<file path="src/rtl/card_dealer.sv">
// Deals cards without replacement from a 52-card deck, using a seeded 16-bit LFSR
// to pick candidates and a linear scan as a fallback once too many picks are rejected.
module card_dealer #(
  parameter int WIDTH     = 12,
  parameter int MAX_TRIES = 64
) (
  input  logic             clk_50M,
  input  logic             i_Reset_n,
  input  logic [WIDTH-1:0] i_Seed,
  input  logic             i_Load,
  input  logic             i_Shuffle,
  input  logic             i_Draw,
  output logic [3:0]       o_Rank,
  output logic [1:0]       o_Suit,
  output logic [3:0]       o_Points,
  output logic             o_Valid,
  output logic             o_Busy,
  output logic [5:0]       o_Remaining,
  output logic             o_Empty
);

  typedef enum logic [1:0] {IDLE, SEARCH, SCAN, DONE} state_t;

  localparam logic [15:0] LFSR_DEFAULT = 16'hACE1;
  localparam logic [7:0]  LAST_TRY     = 8'(MAX_TRIES - 1);

  state_t      state_q, state_d;
  logic [15:0] lfsr_q, lfsr_d;
  logic [51:0] used_q, used_d;
  logic [5:0]  remaining_q, remaining_d;
  logic [7:0]  tries_q, tries_d;
  logic [5:0]  scan_ptr_q, scan_ptr_d;
  logic [3:0]  rank_q, rank_d;
  logic [1:0]  suit_q, suit_d;
  logic [3:0]  points_q, points_d;

  logic [15:0] seed_ext;
  logic [5:0]  cand;
  logic        cand_free;
  logic        scan_free;
  logic        accept;
  logic [5:0]  pick_idx;
  logic [3:0]  card_off;
  logic [3:0]  card_rank;
  logic [1:0]  card_suit;
  logic [3:0]  card_points;

  assign seed_ext  = 16'(i_Seed);
  assign cand      = lfsr_q[5:0];
  assign cand_free = (cand < 6'd52) && !used_q[cand];
  assign scan_free = (scan_ptr_q < 6'd52) && !used_q[scan_ptr_q];
  assign accept    = ((state_q == SEARCH) && cand_free) || ((state_q == SCAN) && scan_free);
  assign pick_idx  = (state_q == SCAN) ? scan_ptr_q : cand;

  // Index n maps to suit n/13 and rank n%13+1; face cards count as 10.
  always_comb begin
    card_suit = 2'd0;
    card_off  = pick_idx[3:0];
    if (pick_idx >= 6'd39) begin
      card_suit = 2'd3;
      card_off  = 4'(pick_idx - 6'd39);
    end else if (pick_idx >= 6'd26) begin
      card_suit = 2'd2;
      card_off  = 4'(pick_idx - 6'd26);
    end else if (pick_idx >= 6'd13) begin
      card_suit = 2'd1;
      card_off  = 4'(pick_idx - 6'd13);
    end
    card_rank   = card_off + 4'd1;
    card_points = (card_rank >= 4'd10) ? 4'd10 : card_rank;
  end

  always_comb begin
    state_d     = state_q;
    lfsr_d      = lfsr_q;
    used_d      = used_q;
    remaining_d = remaining_q;
    tries_d     = tries_q;
    scan_ptr_d  = scan_ptr_q;
    rank_d      = rank_q;
    suit_d      = suit_q;
    points_d    = points_q;

    case (state_q)
      IDLE: begin
        if (i_Draw && (remaining_q != 6'd0)) begin
          tries_d = 8'd0;
          state_d = SEARCH;
        end
      end
      SEARCH: begin
        lfsr_d = {lfsr_q[14:0], lfsr_q[15] ^ lfsr_q[13] ^ lfsr_q[12] ^ lfsr_q[10]};
        if (!cand_free) begin
          tries_d = tries_q + 8'd1;
          if (tries_q == LAST_TRY) begin
            state_d    = SCAN;
            scan_ptr_d = 6'd0;
          end
        end
      end
      SCAN: begin
        if (!scan_free) scan_ptr_d = scan_ptr_q + 6'd1;
      end
      DONE: state_d = IDLE;
      default: state_d = IDLE;
    endcase

    if (accept) begin
      used_d[pick_idx] = 1'b1;
      remaining_d      = remaining_q - 6'd1;
      rank_d           = card_rank;
      suit_d           = card_suit;
      points_d         = card_points;
      state_d          = DONE;
    end

    // A shuffle wins over everything and abandons any draw in flight.
    if (i_Shuffle) begin
      used_d      = '0;
      remaining_d = 6'd52;
      rank_d      = rank_q;
      suit_d      = suit_q;
      points_d    = points_q;
      state_d     = IDLE;
    end

    if (i_Load) lfsr_d = (seed_ext == 16'd0) ? LFSR_DEFAULT : seed_ext;
  end

  always_ff @(posedge clk_50M or negedge i_Reset_n) begin
    if (!i_Reset_n) begin
      state_q     <= IDLE;
      lfsr_q      <= LFSR_DEFAULT;
      used_q      <= '0;
      remaining_q <= 6'd52;
      tries_q     <= 8'd0;
      scan_ptr_q  <= 6'd0;
      rank_q      <= 4'd0;
      suit_q      <= 2'd0;
      points_q    <= 4'd0;
    end else begin
      state_q     <= state_d;
      lfsr_q      <= lfsr_d;
      used_q      <= used_d;
      remaining_q <= remaining_d;
      tries_q     <= tries_d;
      scan_ptr_q  <= scan_ptr_d;
      rank_q      <= rank_d;
      suit_q      <= suit_d;
      points_q    <= points_d;
    end
  end

  assign o_Rank      = rank_q;
  assign o_Suit      = suit_q;
  assign o_Points    = points_q;
  assign o_Valid     = (state_q == DONE);
  assign o_Busy      = (state_q != IDLE);
  assign o_Remaining = remaining_q;
  assign o_Empty     = (remaining_q == 6'd0);

endmodule

</file>
<file path="config.mk">
export PLATFORM = sky130hd
export DESIGN_NAME = card_dealer
export DESIGN_NICKNAME = d
export VERILOG_FILES = /design/src/rtl/card_dealer.sv
export SDC_FILE = /design/constraint.sdc
export NUM_CORES = 1
export LEC_CHECK = 0
export CELL_PAD_IN_SITES_DETAIL_PLACEMENT = 0
export CELL_PAD_IN_SITES_GLOBAL_PLACEMENT = 1
export CORE_MARGIN = 3
export CORE_UTILIZATION = 51
export CTS_CLUSTER_SIZE = 10
export DETAILED_ROUTE_END_ITERATION = 7
export PLACE_DENSITY = 0.95
export SYNTH_ARGS = -nofsm -noshare
export SYNTH_HDL_FRONTEND = slang
export SYNTH_SLANG_ARGS = --single-unit
</file>
<file path="constraint.sdc">
create_clock -name clk_50M -period 5.89 [get_ports clk_50M]
set_clock_uncertainty 0.15 [all_clocks]
set_input_delay 0.589 -clock clk_50M [delete_from_list [all_inputs] [get_ports clk_50M]]
set_output_delay 0.589 -clock clk_50M [all_outputs]
set_load 0.1 [all_outputs]
</file>
Word-level counts from Yosys, hierarchy flattened --
Index checks and enable logic that the tools add are counted. Widths: inputs -> output; s select.
Cells by class: magnitude comparators 10, divide/modulo/power cells 0, $add $sub $neg 7, multiply operators 0, mux-type cells 34, eq/ne operators 11, reduce and logical (&&, ||, !) cells 23, shift-type cells 0, bitwise operators 5
Operator list (number):
- $mux 52 | 2
- $or 52x52->52 | 1
- $mux 16 | 3
- $mux 6 | 6
- $lt 6x7->1 const B | 3
- $logic_not 16->1 | 1
- $mux 4 | 4
- $mux 8 | 2
- $pmux 8 s2 | 1
- $mux 2 | 7
- $bmux 1 s6 | 2
- $lt 6x6->1 const B | 2
- $pmux 6 s2 | 1
- $reduce_bool 2->1 | 5
- $add 8x1->8 const B | 1
- $eq 8x6->1 const B | 1
- $ne 4x4->1 const B | 2
- $reduce_and 4->1 | 2
- $sub 4x4->4 const B | 2
- $add 6x1->6 const B | 1
- $demux 1 s6 | 1
- $ge 6x1->1 const B | 1
- $ge 6x4->1 const B | 1
- $ge 6x5->1 const B | 1
- other kinds (23) | 37
Word-level totals: output and inout bits 19, memories kept 0, word-level logic and storage cells 99, bits in writable memories 0, register bits after elaboration 100, ROM bits 0, bits in latches 0

Logic depth before layout (Yosys ltp) --
Gate-level depths: netlist (run 1).
word-level depth 9, mapped depth 15, mapped depth without buffers 12

Worst setup path after synthesis (run 1) --
No wires, ideal clock.
kind reg2reg, from register state_q[0], to register points_q[0], in the netlist o_Points[0], slack 2433 ps, arrival time 3181 ps, stages on the path, launching flop included 14, period minus slack after synthesis 3457 ps, data required time 5614 ps, cells stage by stage dfrtp_1 clkbuf_2 nor2b_1 clkbuf_1 buf_2 mux2_2 a21oi_1 a21oi_1 xor2_1 ha_1 or4_1 nand4_1 nor3_1 o32a_1
On the way: cells in the longest elaborated chain, start to end 9
Ends and longest elaborated chain:
- from (decl) | RTL line 27 | state_t state_q, state_d;
- from (signal assigned) | RTL line 142 | state_q <= state_d;
- $eq 2x2->1 | RTL line 52, 53
- $mux 6 | RTL line 53 | assign pick_idx = (state_q == SCAN) ? scan_ptr_q : cand;
- $ge 6x4->1 / $sub 4x4->4 (equally long branches) | RTL line 65, 67
- $mux 4 | RTL line 65 | end else if (pick_idx >= 6'd13) begin
- $mux 4 | RTL line 62 | end else if (pick_idx >= 6'd26) begin
- $mux 4 | RTL line 59 | if (pick_idx >= 6'd39) begin
- $add 4x1->4 | RTL line 69 | card_rank = card_off + 4'd1;
- $ge 4x4->1 | RTL line 70 | card_points = (card_rank >= 4'd10) ? 4'd10 : card_rank;
- $mux 4 | RTL line 70
- to (signal assigned) | RTL line 150 | points_q <= points_d;
- to (decl) | RTL line 35 | logic [3:0] points_q, points_d;
Several ways; a longest one is shown, not always the timed one. A chain may end at the register's enable or synchronous reset.

Final worst setup path (run 1) --
Ends and elaborated chain as after synthesis.

==> flow_metrics.env, run 1 <==
export IMPL_status="finished, final reports clean"
export IMPL_required_ns=5.98
export IMPL_synth_yosys_warnings=0
export IMPL_cts_setup_buffers=0
export IMPL_syn_to_final_growth_pct=12.1
export IMPL_wl_per_cell_um=18.3
export IMPL_cp_cell_sequence="nor2b_1 -> mux2_2 -> a21oi_1 -> nor2_1 -> a21oi_1 -> xor2_1 -> ha_1 -> or4_1 -> nand4_1 -> nor3_1 -> o32a_1"
export IMPL_place_hpwl_mm=9.36
export IMPL_die_area_um2=12900
export IMPL_multiInputGateArea_um2=3140
export IMPL_ant_nets=0
export IMPL_syn_avg_cell_area_um2=9.64
export IMPL_synth_most_common_cell="nor2_1"
export IMPL_antenna_found_initial=0
export IMPL_antenna_cells=0
export IMPL_placed_cells=750
export IMPL_use_met1=0.317
export IMPL_crit_type="flop to flop"
export IMPL_synth_cells=611
export IMPL_root_buffer="clkbuf_16"
export IMPL_p_total_w=0.00271
export IMPL_core_um2=11100
export IMPL_setup_tns_ns=0
export IMPL_cts_max_path_buffers=2
export IMPL_cts_hold_buffers=0
export IMPL_ir_drop_mv=0.418
export IMPL_cts_resized_gates=0
export IMPL_cap_violations=0
export IMPL_synth_top_area_cell="dfrtp_1"
export IMPL_seqCellArea_um2=2520
export IMPL_syn_nets=633
export IMPL_drtPass1Iterations=7
export IMPL_synthTopCellsByCount="nor2_1 (110), dfrtp_1 (89), a21oi_1 (76)"
export IMPL_max_slew_margin=0.244
export IMPL_clk_latency_ns=0.36
export IMPL_drtIter0Drc=441
export IMPL_critPathMaxStageDelay_ns=0.94
export IMPL_grtUsageMet2=0.361
export IMPL_routed_via_density=6.29
export IMPL_synth_edf_count=0
export IMPL_grt_pass1_wl_mm=23.5
export IMPL_final_max_slew_viol_count=0
export IMPL_grt_busiest_layer="met2"
export IMPL_finalCoreUtilization=0.596
export IMPL_clock_sinks=100
export IMPL_rsz0062_at_grt="no"
export IMPL_die_h_um=113
export IMPL_critPathArrivalTime_ns=4.43
export IMPL_synth_area_leaders="dfrtp_1 (38%), mux4_2 (8.0%), nor2_1 (7.0%)"
export IMPL_ys_types=70
export IMPL_tightest_slew_ns=1.13
export IMPL_numCtsBuffers=9
export IMPL_timing_final_crit_share=0.738
export IMPL_io_pins=36
export IMPL_holdCritPathClass="input port to async pin"
export IMPL_end_kind="flop"
export IMPL_drc=0
export IMPL_overflow=0
export IMPL_finalHoldViolations=0
export IMPL_period_needed_ns=4.34
export IMPL_max_freq_ghz=0.230
export IMPL_synth_top_area_frac=0.378
export IMPL_synth_flop_cell="dfrtp_1"
export IMPL_setup_viol=0
export IMPL_grt_max_degree=63
export IMPL_grt_use_met3=0.0371
export IMPL_portBuffers=35
export IMPL_track_usage=0.228
export IMPL_crit_top_cell="a21oi_1"
export IMPL_final_layout_size_suffix_gt1_frac=0.129
export IMPL_grt_pass1_vias=4653
export IMPL_htree_levels=3
export IMPL_fin_nets=643
export IMPL_via_count=4815
export IMPL_powerDensity_nw_per_um2=411
export IMPL_start_kind="flop"
export IMPL_die_x_um=113
export IMPL_syn_area_um2=5890
export IMPL_stdcell_count=766
export IMPL_totalWireLength_mm=14.0
export IMPL_crit_fanout=18
export IMPL_fill_cells=932
export IMPL_power_leakage_nw=2.76
export IMPL_seq_area_frac_synth=0.427
export IMPL_rows=38
export IMPL_path_clk_slew_ns=0.07
export IMPL_routabilityCongestion=0.921
export IMPL_cp_slowest_cell="nor2b_1"
export IMPL_synth_seq_cells=100
export IMPL_cts_tree="built"
export IMPL_async_reset_ff_frac=1.00
export IMPL_start_util=0.532
==> metrics by stage <==
| stage | area, µm² | hold WS, ns | setup WS (ns) |
|---|---|---|---|
| final | 6600 | 0.0587 | 1.55 |
| after detailed placement | 6250 | 0.323 | 1.63 |
| after CTS | 6600 | 0.0683 | 1.59 |
| after global routing | 6600 | 0.0883 | 1.25 |
| after floorplan | 5890 | 0.143 | 2.43 |
| after global placement | 6250 | 0.314 | 1.72 |
==> power by group <==
part,internal (W),switching (W)
registers,0.000780,0.000145
clock network,0.000429,0.000262
logic,0.000358,0.000741
total,0.00157,0.00115
==> flip-flops by register name, indices dropped and copies added, names as in the netlist, 4 cells and up <==
| name | count |
|---|---|
| tries_q | 8 |
| o_Remaining | 6 |
| scan_ptr_q | 6 |
| used_q | 52 |
| o_Rank | 4 |
| o_Points | 4 |
| lfsr_q | 16 |
==> placed cells by master, fill, tap and decap left out, types with 5 or more instances in the layout <==
cell type / n
mux4_2: 21
inv_1: 9
or2_2: 5
nor2_1: 110
dfstp_2: 11
nor4_1: 5
nor2b_1: 7
ha_1: 5
clkdlybuf4s50_1: 33
buf_4: 6
mux2i_1: 29
and3_1: 6
xnor2_1: 9
nor3_1: 5
nand2_1: 40
o21ai_0: 21
a21oi_1: 76
nand2b_1: 12
nand3_1: 9
a31oi_1: 5
o22a_1: 6
mux2_2: 9
clkbuf_16: 9
dfrtp_1: 89
a22o_1: 7
==> routing by layer <==
layer	wire length (µm)	up-vias
met5	0	-
met4	295	0
met1	6150	2391
met3	853	22
met2	6730	185
li1	-	2217
==> cells by family after synthesis <==
family	count (synthesis)	synth area share
simple gates	232	0.193
xor+xnor	11	0.0164
mux	60	0.151
buf+inv	51	0.0393
compound gates	152	0.163
fa+ha+maj	5	0.0106
flops	100	0.427
==> final cells by class <==
class	instances	area share
Tap cell	140	0.0265
Multi-Input combinational cell	460	0.476
Sequential cell	100	0.381
Clock buffer	11	0.0368
Inverter	10	0.00569
Timing Repair Buffer	40	0.0576
Clock inverter	5	0.0163
==> critical path, delay by kind of cell, from the launching register on <==
| family | cells | cell delay, ns |
|---|---|---|
| adder cells (fa/ha/maj) | 1 | 0.27 |
| AND/OR/NAND/NOR | 5 | 1.83 |
| flip-flops | 1 | 0.56 |
| XOR/XNOR | 1 | 0.15 |
| multiplexers | 1 | 0.51 |
| AO/OA/AOI/OAI | 3 | 0.77 |
==> path summary, 6_finish.rpt <==
kind | start | to | slack (ns) | cells after the start
max in group asynchronous | i_Reset_n | state_q[0]$_DFFE_PN0P_ | 4.39 | 2
min reg2reg | o_Rank[0]$_DFFE_PN0P_ | o_Rank[0]$_DFFE_PN0P_ | 0.33 | 1
min in group clk_50M | o_Rank[0]$_DFFE_PN0P_ | o_Rank[0]$_DFFE_PN0P_ | 0.33 | 1
min | i_Reset_n | tries_q[4]$_DFFE_PN0P_ | 0.06 | 1
max reg2reg | state_q[0]$_DFFE_PN0P_ | o_Points[0]$_DFFE_PN0P_ | 1.55 | 11
max | state_q[0]$_DFFE_PN0P_ | o_Points[0]$_DFFE_PN0P_ | 1.55 | 11
Power figures use the tool's default switching activity.
==> run 2: changes to the inputs <==
Settings changed: CORE_UTILIZATION 51 to 42, PLACE_DENSITY 0.95 to 0.85.
Clock period 5.89 ns to 3.81 ns, I/O delays scaled along.
==> run 2 against run 1 <==
  * Die area is 20% higher
  * Sequential power is 48% higher
  * Critical path depth shrank 2
  * Via count increased by 2.2%
  * Total power up 51%
  * Combinational power rose by 69%
==> flow_metrics.env, run 2 (synthesis gave the netlist of run 1 again) <==
export IMPL_cp_cell_sequence="mux4_2 -> mux2i_1 -> nor4b_1 -> a2111oi_2 -> a32oi_4 -> buf_4 -> nor3_2 -> a21oi_1 -> nor2_1"
export IMPL_cts_max_path_buffers=2
export IMPL_clock_sinks=100
export IMPL_setup_tns_ns=0
export IMPL_drtIter0Drc=399
export IMPL_rows=42
export IMPL_p_total_w=0.00410
export IMPL_switching_share=0.442
export IMPL_finalHoldViolations=0
export IMPL_start_kind="flop"
export IMPL_die_h_um=124
export IMPL_cap_violations=0
export IMPL_crit_path_start="lfsr_q[0]$_DFFE_PN1P_"
export IMPL_io_pins=36
export IMPL_numCtsBuffers=9
export IMPL_clk_latency_ns=0.35
export IMPL_rsz0062_at_grt="no"
export IMPL_antenna_cells=0
export IMPL_mostFrequentLayoutCells="nor2_1 (110), dfrtp_1 (89), a21oi_1 (76)"
export IMPL_placed_cells=809
export IMPL_holdCritPathClass="flop to flop"
export IMPL_dr_max_layer_used="met4"
export IMPL_p_seq_frac=0.335
export IMPL_die_area_um2=15500
export IMPL_max_freq_ghz=0.278
export IMPL_grt_max_degree=37
export IMPL_powerDensity_nw_per_um2=607
export IMPL_p_int_w=0.00228
export IMPL_critPathMaxStageDelay_ns=0.75
export IMPL_wl_met1_mm=6.77
export IMPL_final_common_cell="nor2_1"
export IMPL_status="finished, final reports clean"
export IMPL_root_buffer="clkbuf_16"
export IMPL_whs_ns=0.337
export IMPL_seqCellArea_um2=2520
export IMPL_path_clk_slew_ns=0.07
export IMPL_critPathArrivalTime_ns=3.71
export IMPL_tightest_slew_ns=0.979
export IMPL_crit_fanout=14
export IMPL_track_usage=0.206
export IMPL_antenna_found_initial=0
export IMPL_clockPowerShare=0.211
export IMPL_ir_drop_mv=0.274
export IMPL_regToRegSetupSlack_ns=0.21
export IMPL_drc=0
export IMPL_largest_register="used_q"
export IMPL_cts_tree="built"
export IMPL_via_count=4923
export IMPL_portBuffers=35
export IMPL_timing_final_crit_share=0.944
export IMPL_p_comb_frac=0.453
export IMPL_rr_worst_depth=9
export IMPL_end_kind="flop"
export IMPL_max_slew_margin=0.345
export IMPL_period_needed_ns=3.60
export IMPL_start_util=0.438
export IMPL_die_x_um=124
export IMPL_rr_endpoint="used_q[11]$_DFFE_PN0P_"
export IMPL_fill_cells=1254
export IMPL_setup_viol=0
export IMPL_stdcell_count=826
export IMPL_totalWireLength_mm=15.4
export IMPL_largest_register_ffs=52
export IMPL_required_ns=3.93
export IMPL_fin_nets=667
export IMPL_p_sw_w=0.00181
export IMPL_power_leakage_nw=2.85
export IMPL_ant_nets=0
export IMPL_routabilityCongestion=0.897
export IMPL_syn_to_final_growth_pct=14.7
export IMPL_place_hpwl_mm=11.1
export IMPL_reg2reg_from="lfsr_q[0]$_DFFE_PN1P_"
export IMPL_final_max_slew_viol_count=0
export IMPL_htree_levels=3
export IMPL_crit_type="flop to flop"
export IMPL_wl_per_cell_um=18.7
export IMPL_grt_pass1_vias=5066
export IMPL_routed_via_density=5.96
export IMPL_overflow=0
export IMPL_cts_setup_buffers=0
export IMPL_dr_wl_met2_mm=7.44
export IMPL_final_layout_size_suffix_gt1_frac=0.162
export IMPL_reg_largest_list="used_q (52), lfsr_q (16), tries_q (8)"
export IMPL_cp_slowest_cell="dfstp_2"
export IMPL_dr_wl_met3_um=910
export IMPL_core_um2=13500
export IMPL_critical_path_endpoint="used_q[11]$_DFFE_PN0P_"
export IMPL_multiInputGateArea_um2=3140
export IMPL_grt_pass1_wl_mm=26.0
export IMPL_drtPass1Iterations=5
-- run 2: cell types whose count changed in the layout (fill, tap and decap cells not counted), sizes merged --
cell	previous run	this run
buf	7	31
bufinv	3	0
clkdlybuf4s50	33	32
clkinv	2	3
clkinvlp	0	1
dlygate4sd3	0	1
inv	10	11
-- run 2: power by group through the flow --
stage / clock network (W) / registers (W) / logic [W]
final: 0.000865 / 0.00137 / 0.00186
after global routing: 0.000937 / 0.00140 / 0.00200
after CTS: 0.000887 / 0.00137 / 0.00186
after detailed placement: 0 / 0.00139 / 0.00186
after global placement: 0 / 0.00138 / 0.00183
after floorplan: 0 / 0.00176 / 0.000983
-- run 2: worst min path at each step --
stage / from / endpoint / slack (ns) / cells after the start
after floorplan: i_Reset_n / lfsr_q[12]$_DFFE_PN0P_ / -0.06 / 0
after global placement: i_Reset_n / o_Remaining[3]$_DFFE_PN0P_ / 0.21 / 1
after detailed placement: i_Reset_n / tries_q[6]$_DFFE_PN0P_ / 0.22 / 1
after CTS: o_Rank[2]$_DFFE_PN0P_ / o_Rank[2]$_DFFE_PN0P_ / 0.34 / 1
after global routing: o_Rank[0]$_DFFE_PN0P_ / o_Rank[0]$_DFFE_PN0P_ / 0.36 / 1
final: o_Rank[0]$_DFFE_PN0P_ / o_Rank[0]$_DFFE_PN0P_ / 0.34 / 1
-- run 2: per-stage QoR --
step	worst slack, ns	area (µm²)	util
global route	0.0187	6750	0.502
detailed placement	0.211	6470	0.481
floorplan	0.353	5890	-
CTS	0.203	6750	0.502
finish	0.215	6750	0.502
global placement	0.378	6470	0.481
-- run 2: metal layers --
layer / vias to the layer above / GRT usage
met5: - / 0
met4: 0 / 0.0799
met3: 19 / 0.0352
met2: 169 / 0.334
met1: 2469 / 0.276
li1: 2266 / -
-- run 2: final cells by class --
class                           count  area share
Clock buffer                       11      0.0359
Clock inverter                      5     0.00519
Inverter                           10     0.00556
Multi-Input combinational cell    460       0.465
Sequential cell                   100       0.373
Tap cell                          176      0.0326
Timing Repair Buffer               64      0.0830
-- run 2: critical path, delay by kind of cell, from the launching register on --
kind / cells / cell delay, ns
AO/OA/AOI/OAI: 3 / 0.91
buffers and inverters: 1 / 0.22
flip-flops: 1 / 0.75
multiplexers: 2 / 0.73
AND/OR/NAND/NOR: 3 / 0.77
-- run 2: repair_timing --
action,CTS,global route
gates resized for setup,0,0
setup endpoints to repair,0,0
hold buffers,1,0
hold endpoints to repair,29,0
